### config.mk
export PLATFORM = sky130hd
export DESIGN_NAME = neuron_pe_accumulator
export DESIGN_NICKNAME = d
export VERILOG_FILES = /design/src/rtl/neuron_pe_accumulator.sv
export SDC_FILE = /design/constraint.sdc
export NUM_CORES = 1
export LEC_CHECK = 0
export BUFFER_PORTS_ARGS = -buffer_cell sky130_fd_sc_hd__buf_4
export CAP_MARGIN = 40
export CELL_PAD_IN_SITES_DETAIL_PLACEMENT = 1
export CELL_PAD_IN_SITES_GLOBAL_PLACEMENT = 1
export CORE_UTILIZATION = 30
export DETAILED_ROUTE_END_ITERATION = 6
export GPL_ROUTABILITY_DRIVEN = 0
export PLACE_DENSITY = 0.67
export SYNTH_ARGS = -nofsm -noshare
export SYNTH_HDL_FRONTEND = slang
export SYNTH_SLANG_ARGS = --single-unit
### constraint.sdc
create_clock -name clk -period 3.8 [get_ports clk]
set_input_delay 0.76 -clock clk [delete_from_list [all_inputs] [get_ports clk]]
set_output_delay 0.76 -clock clk [all_outputs]
set_load 0.1 [all_outputs]
### src/rtl/neuron_pe_accumulator.sv
// Accumulates N_TERMS unsigned Q5.3 products plus a bias and emits one Q5.3 pre-activation.
// Define NEURON_PE_ACC_SAT_EN to saturate the result at 8'hFF instead of wrapping modulo 256.
module neuron_pe_accumulator #(
    parameter int N_TERMS = 4,
    parameter int ACC_W   = 16
) (
    input  logic       clk,
    input  logic       rst,
    input  logic [7:0] bias,
    input  logic [7:0] in_data,
    input  logic       in_valid,
    output logic       in_ready,
    input  logic       clear,
    output logic [7:0] out_data,
    output logic       out_valid,
    input  logic       out_ready,
    output logic       busy
);

    localparam int CNT_W = 8;

    typedef enum logic [1:0] {
        IDLE = 2'd0,
        ACC  = 2'd1,
        DONE = 2'd2
    } state_t;

    state_t             r_state;
    state_t             w_state_next;
    logic [ACC_W-1:0]   r_acc;
    logic [ACC_W-1:0]   w_acc_next;
    logic [ACC_W-1:0]   w_sum;
    logic [CNT_W-1:0]   r_cnt;
    logic [CNT_W-1:0]   w_cnt_next;
    logic [7:0]         r_out_data;
    logic [7:0]         w_out_data_next;
    logic [7:0]         w_narrow;
    logic               w_in_xfer;
    logic               w_out_xfer;
    logic               w_last;

    assign in_ready   = (r_state != DONE);
    assign out_valid  = (r_state == DONE);
    assign busy       = (r_state != IDLE);
    assign out_data   = r_out_data;
    assign w_in_xfer  = in_valid && in_ready;
    assign w_out_xfer = out_valid && out_ready;

    // The first term of a group starts from the bias rather than the stale accumulator.
    assign w_sum = ((r_state == IDLE) ? {{(ACC_W-8){1'b0}}, bias} : r_acc)
                 + {{(ACC_W-8){1'b0}}, in_data};

    assign w_last = (r_state == IDLE) ? (N_TERMS == 1)
                                      : (r_cnt == CNT_W'(N_TERMS - 1));

`ifdef NEURON_PE_ACC_SAT_EN
    assign w_narrow = (w_sum > ACC_W'(8'hFF)) ? 8'hFF : w_sum[7:0];
`else
    assign w_narrow = w_sum[7:0];
`endif

    always_comb begin
        w_state_next    = r_state;
        w_acc_next      = r_acc;
        w_cnt_next      = r_cnt;
        w_out_data_next = r_out_data;
        if (clear) begin
            w_state_next = IDLE;
            w_acc_next   = '0;
            w_cnt_next   = '0;
        end else begin
            case (r_state)
                IDLE, ACC: begin
                    if (w_in_xfer) begin
                        w_acc_next = w_sum;
                        w_cnt_next = (r_state == IDLE) ? CNT_W'(1) : r_cnt + CNT_W'(1);
                        if (w_last) begin
                            w_state_next    = DONE;
                            w_out_data_next = w_narrow;
                        end else begin
                            w_state_next = ACC;
                        end
                    end
                end
                DONE: begin
                    if (w_out_xfer) begin
                        w_state_next = IDLE;
                        w_acc_next   = '0;
                        w_cnt_next   = '0;
                    end
                end
                default: begin
                    w_state_next = IDLE;
                    w_acc_next   = '0;
                    w_cnt_next   = '0;
                end
            endcase
        end
    end

    always_ff @(posedge clk) begin
        if (rst) begin
            r_state    <= IDLE;
            r_acc      <= '0;
            r_cnt      <= '0;
            r_out_data <= 8'h00;
        end else begin
            r_state    <= w_state_next;
            r_acc      <= w_acc_next;
            r_cnt      <= w_cnt_next;
            r_out_data <= w_out_data_next;
        end
    end

endmodule

==> results of run 1 <==
sequential cells by signal, indices dropped and copies added, names as in the netlist:
signal	flops
r_cnt	8
r_acc	8
out_data	8
r_state	2
per-stage QoR:
step	std cells	hold slack (ns)	setup WS [ns]	utilization, %
2_1_floorplan	165	0.429	1.05	-
3_3_place_gp	258	0.442	0.937	37.4
3_5_place_dp	259	0.456	0.859	37.6
4_1_cts	263	0.470	0.877	38.7
5_1_grt	263	0.504	0.717	38.7
6_report	263	0.463	0.887	38.7
power breakdown:
group / internal [mW] / switching (mW) / total (mW)
registers: 0.278 / 0.00441 / 0.283
clock network: 0.0926 / 0.0906 / 0.183
logic: 0.0583 / 0.0703 / 0.129
total: 0.429 / 0.165 / 0.594
final timing paths:
check | startpoint | end | slack [ns] | cells after the start
hold reg to reg | r_acc[3]$_SDFFE_PP0P_ | r_acc[3]$_SDFFE_PP0P_ | 0.46 | 2
hold / removal | r_acc[3]$_SDFFE_PP0P_ | r_acc[3]$_SDFFE_PP0P_ | 0.46 | 2
setup reg to reg | r_state[1]$_SDFFE_PP0P_ | r_acc[6]$_SDFFE_PP0P_ | 0.89 | 9
setup / recovery | r_state[1]$_SDFFE_PP0P_ | r_acc[6]$_SDFFE_PP0P_ | 0.89 | 9
logic make-up (layout without fill, tap and decap cells):
logic type	after synthesis	after routing	synth area share, %
AO/OA/AOI/OAI	36	36	16.1
XOR/XNOR	9	9	5.34
adder cells (fa/ha/maj)	9	9	8.14
buffers and inverters	10	41	3.22
flip-flops	26	26	35.3
multiplexers	13	13	9.42
AND/OR/NAND/NOR	62	62	22.5
layout make-up:
| type | count | area (sq um) |
|---|---|---|
| Sequential cell | 26 | 520 |
| Timing Repair Buffer | 33 | 248 |
| Multi-Input combinational cell | 129 | 907 |
| Fill cell | 567 | 2890 |
| Tap cell | 67 | 83.8 |
| Clock buffer | 4 | 55.1 |
| Inverter | 4 | 15.0 |
metal layers:
layer | global-route usage (%) | up-vias | part of all wire [%]
met5 | 0 | - | 0
met4 | 2.40 | 0 | 0.30
met3 | 1.67 | 2 | 2.5
met2 | 34.6 | 22 | 57
met1 | 17.8 | 683 | 40
li1 | - | 659 | -
worst max-delay path, cell delays in order (launching register included):
cell      delay, ns
dfxtp_1        0.41
nor2_4         0.31
mux2_2         0.38
ha_1           0.21
fa_1           0.43
a211oi_1       0.30
nor3_1         0.09
or3b_1         0.39
a22oi_1        0.20
nor2_1         0.06
cell usage in the layout (no fill, tap or decap), types with 2 or more instances in the layout:
cell / count
buf_4: 33
dfxtp_1: 26
nor2_1: 22
a21oi_1: 12
ha_1: 8
mux2_2: 7
nand3_1: 7
nand2b_1: 6
mux2i_1: 6
nand2_1: 5
xnor2_1: 5
o21ai_0: 4
xor2_1: 4
a22oi_1: 4
clkbuf_8: 4
inv_1: 3
nor3_1: 3
and3_1: 3
nor2b_1: 3
a21o_1: 2
a31oi_1: 2
o22ai_1: 2
nand4_1: 2
o31ai_1: 2
or3_1: 2
==> results.toml, run 1 <==
[clock_tree]
cts_made_buffers = 3
cts_htree_levels = 1
postCtsSetupRepairBufs = 0
clock_insertion_delay_worst_skew_ns = 0.27
cts.sinks = 26
cts_tree = "done"
clock_tree.root_cell = "clkbuf_8"
cts_hold_buffers = 0
worst_setup_hold_path_clk_slew_ns = 0.10
ctsResizeCount = 0
clockBufferDepth = 2

[floorplan]
initial_core_util_pct = 31.2
die_h_microns = 72.1
num_rows = 25
die_area_sq_mm = 0.00520
core_area_sq_mm = 0.00472
ioPinCount = 32
die_w_microns = 72.1

[global_route]
grt_pass1_wl_mm = 6.72
grt_max_degree = 19
track_usage_pct = 16.5
grt_pass1_vias = 1432
grt-ovfl-total = 0
antenna_found_initial = 0

[final_layout]
nets = 227
layout-drive-gt1-share_pct = 26.5
stdcell_area_sq_mm = 0.00183
area_growth_pct = 24.0
antenna_cells = 0

[sta]
finalSetupTns_ns = 0
fin_crit_sh_pct = 76.7
finalSetupViolations = 0
maxSlewViolCount = 0
slew_headroom_pct = 47.3
tightest_slew_ns = 0.790
rsz0062_at_grt = "no"
finalClockSkew_ns = 0.00652
fmax_mhz = 343
hold_viol = 0
period_minus_slack_ns = 2.91

[setup_path]
arrival_ns = 3.06
path_class = "flop to flop"
worstPathRequired_ns = 3.94
path_max_fanout = 9
cp-start-kind = "flop"
endpoint_kind = "flop"

[placement]
dpl_cell_area_sq_mm = 0.00177
io_buffers = 31
dp_hpwl_mm = 3.18

[route]
antenna_left = 0
drt_iter0_markers = 41
drcViolationCount = 0
vias = 1366
wl_per_cell_microns = 15.4
drt-total-wl_mm = 4.06
dr.pass1.iters = 4
viasPerCell = 5.19

[power_and_ir_drop]
p_total_mw = 0.594
p_leak_nw = 0.743
power.density_mw_per_mm2 = 325
vdd_drop_max_uv = 148

[logic_synthesis]
synthTopCellsByArea = "dfxtp_1, ha_1, nor2_1"
synth-main-ff-cell = "dfxtp_1"
syn_nets = 195
ys_seq_elements = 26
yosys_warnings = 0
yosysSeqAreaShare_pct = 35.3
syn-instance-count = 165
ys_types = 46
synth_area_per_cell_sq_um = 8.94
yosys.cell_count.top_type = "dfxtp_1"
yosysTopAreaCell = "dfxtp_1"
synth_edf_count = 0
synthArstFlopShare_pct = 0
synthesis.area_sq_mm = 0.00148
synth_top_area_share_pct = 35.3
synthTopCellsByCount = "dfxtp_1, nor2_1, a21oi_1"

[job]
drv_cap = 0

[status]
status = "complete, no violations"

[hold_path]
hp-class = "flop to flop"
No activity file was read; power rests on OpenSTA's default activity.
==> run 2: changes to the inputs <==
--- a/config.mk
+++ b/config.mk
@@ -12,7 +12,7 @@
 export CORE_UTILIZATION = 30
 export DETAILED_ROUTE_END_ITERATION = 6
 export GPL_ROUTABILITY_DRIVEN = 0
-export PLACE_DENSITY = 0.67
+export PLACE_DENSITY = 0.69
 export SYNTH_ARGS = -nofsm -noshare
 export SYNTH_HDL_FRONTEND = slang
 export SYNTH_SLANG_ARGS = --single-unit
==> constraint.sdc (replaced) <==
create_clock -name clk -period 2.55 [get_ports clk]
set_input_delay 0.51 -clock clk [delete_from_list [all_inputs] [get_ports clk]]
set_output_delay 0.51 -clock clk [all_outputs]
set_load 0.1 [all_outputs]
==> results.toml, run 2 (same netlist as run 1, synthesis figures left out) <==
[status]
status = "complete, no violations"

[power_and_ir_drop]
power.density_mw_per_mm2 = 506
clock_power_share_pct = 35.3
seq_power_share_pct = 42.6
p_comb_share_pct = 22.0
p_leak_nw = 0.801
switching_power_mw = 0.256
p_int_mw = 0.730
p_total_mw = 0.986
p_sw_share_pct = 26.0
vdd_drop_max_uv = 290

[hold_path]
hp-class = "input pin to flop"
worstHoldStart = "in_valid"
worstHoldPathCells = 2

[clock_tree]
cts_htree_levels = 1
clockBufferDepth = 2
worst_setup_hold_path_clk_slew_ns = 0.10
cts_tree = "done"
clock_tree.root_cell = "clkbuf_8"
cts_made_buffers = 3
clock_insertion_delay_worst_skew_ns = 0.27
cts.sinks = 26
postCtsSetupRepairBufs = 0

[floorplan]
die_w_microns = 72.1
core_area_sq_mm = 0.00472
die_h_microns = 72.1
ioPinCount = 32
num_rows = 25
die_area_sq_mm = 0.00520
initial_core_util_pct = 31.2

[global_route]
grt_pass1_vias = 1318
antenna_found_initial = 0
grt_pass1_wl_mm = 6.11
track_usage_pct = 15.1
grt_max_degree = 19
grt-ovfl-total = 0

[route]
vias = 1338
drcViolationCount = 0
viasPerCell = 4.94
wl_per_cell_microns = 13.7
dr.pass1.iters = 4
drt-total-wl_mm = 3.71
drt_iter0_markers = 31
antenna_left = 0

[placement]
io_buffers = 31
place_inst = 267
dp_hpwl_mm = 2.82
dpl_cell_area_sq_mm = 0.00184

[final_layout]
final_cell_mix = "buf_4, dfxtp_1, nor2_1, a21oi_1"
area_growth_pct = 32.0
final_common_cell = "buf_4"
final_cells = 271
fillCellCount = 573
stdcell_area_sq_mm = 0.00195
layout-drive-gt1-share_pct = 32.4
antenna_cells = 0
nets = 235

[sta]
fmax_mhz = 403
slew_headroom_pct = 65.8
period_minus_slack_ns = 2.48
rsz0062_at_grt = "yes"
finalSetupViolations = 0
hold_ws_ns = 0.462
finalSetupTns_ns = 0
tightest_slew_ns = 0.514
hold_viol = 0
finalClockSkew_ns = 0.00437
fin_crit_sh_pct = 97.4
maxSlewViolCount = 0

[job]
drv_cap = 0

[setup_path]
path_class = "flop to flop"
cp-start-kind = "flop"
critical-path-slowest-cell = "or3b_1"
reg2reg_from = "r_state[0]$_SDFFE_PP0P_"
arrival_ns = 2.63
path_max_fanout = 6
worst_r2r_path_depth = 9
cp_cell_sequence = "nor2_4 -> buf_6 -> mux2_4 -> fa_2 -> a211oi_2 -> nor3_1 -> or3b_1 -> a22oi_2 -> nor2_1"
crit_path_start = "r_state[0]$_SDFFE_PP0P_"
endpoint_kind = "flop"
slowest_delay_ns = 0.41
reg2reg_slack_ns = 0.07
worstPathRequired_ns = 2.69
## run 2: cell types whose count changed in the layout (fill, tap and decap cells not counted), moves of 2 or more
cell and delta:
buf_4 +7, dfxtp_1 -2, mux2_2 -2, mux2_4 +2
## run 2: final timing paths
path | end
worst min register to register | r_acc[3]$_SDFFE_PP0P_
worst max register to register | r_acc[6]$_SDFFE_PP0P_
worst min-delay path | r_state[0]$_SDFFE_PP0P_
worst max-delay path | r_acc[6]$_SDFFE_PP0P_
## run 2: stage by stage
stage          utilization, %  setup WS, ns
2_1_floorplan               -        0.0542
3_3_place_gp             39.0        0.0712
3_5_place_dp             39.0        0.0520
4_1_cts                  40.5        0.0665
5_1_grt                  41.2       -0.0518
6_report                 41.2        0.0672
## run 2: final cells by class
type	instances	area, sq um	area share, %
Multi-Input combinational cell	129	940	48.3
Sequential cell	26	526	27.0
Timing Repair Buffer	41	312	16.0
Clock buffer	3	41.3	2.12
Clock inverter	1	30.0	1.54
Tap cell	67	83.8	4.31
Inverter	4	15.0	0.771
## run 2: worst max-delay path, delay by kind of cell (launching register included)
family,cells,cell delay [ns]
AND/OR/NAND/NOR,4,0.70
AO/OA/AOI/OAI,2,0.44
flip-flops,1,0.38
adder cells (fa/ha/maj),1,0.37
multiplexers,1,0.32
buffers and inverters,1,0.15
## run 2: layer usage
metal	up-vias	GRT usage (%)	part of all wire [%]
met2	25	27.0	51
met1	638	18.8	45
met4	0	3.27	0.92
li1	671	-	-
met3	4	2.92	2.6
met5	-	0	0
## run 2: timing repair
item / 4_1_cts / 5_1_grt
endpoints found under the setup margin: 0 / 2
endpoints found under the hold margin: 0 / 0
gates resized for setup: 0 / 9
hold buffers: 0 / 0
## run 2: power groups by stage
| stage | combinational [mW] | sequential [mW] | clock [mW] |
|---|---|---|---|
| final | 0.217 | 0.420 | 0.348 |
| after global routing | 0.238 | 0.422 | 0.373 |
| after global placement | 0.208 | 0.430 | 0 |
| after CTS | 0.212 | 0.421 | 0.358 |
| after floorplan | 0.132 | 0.428 | 0 |
| after detailed placement | 0.209 | 0.430 | 0 |
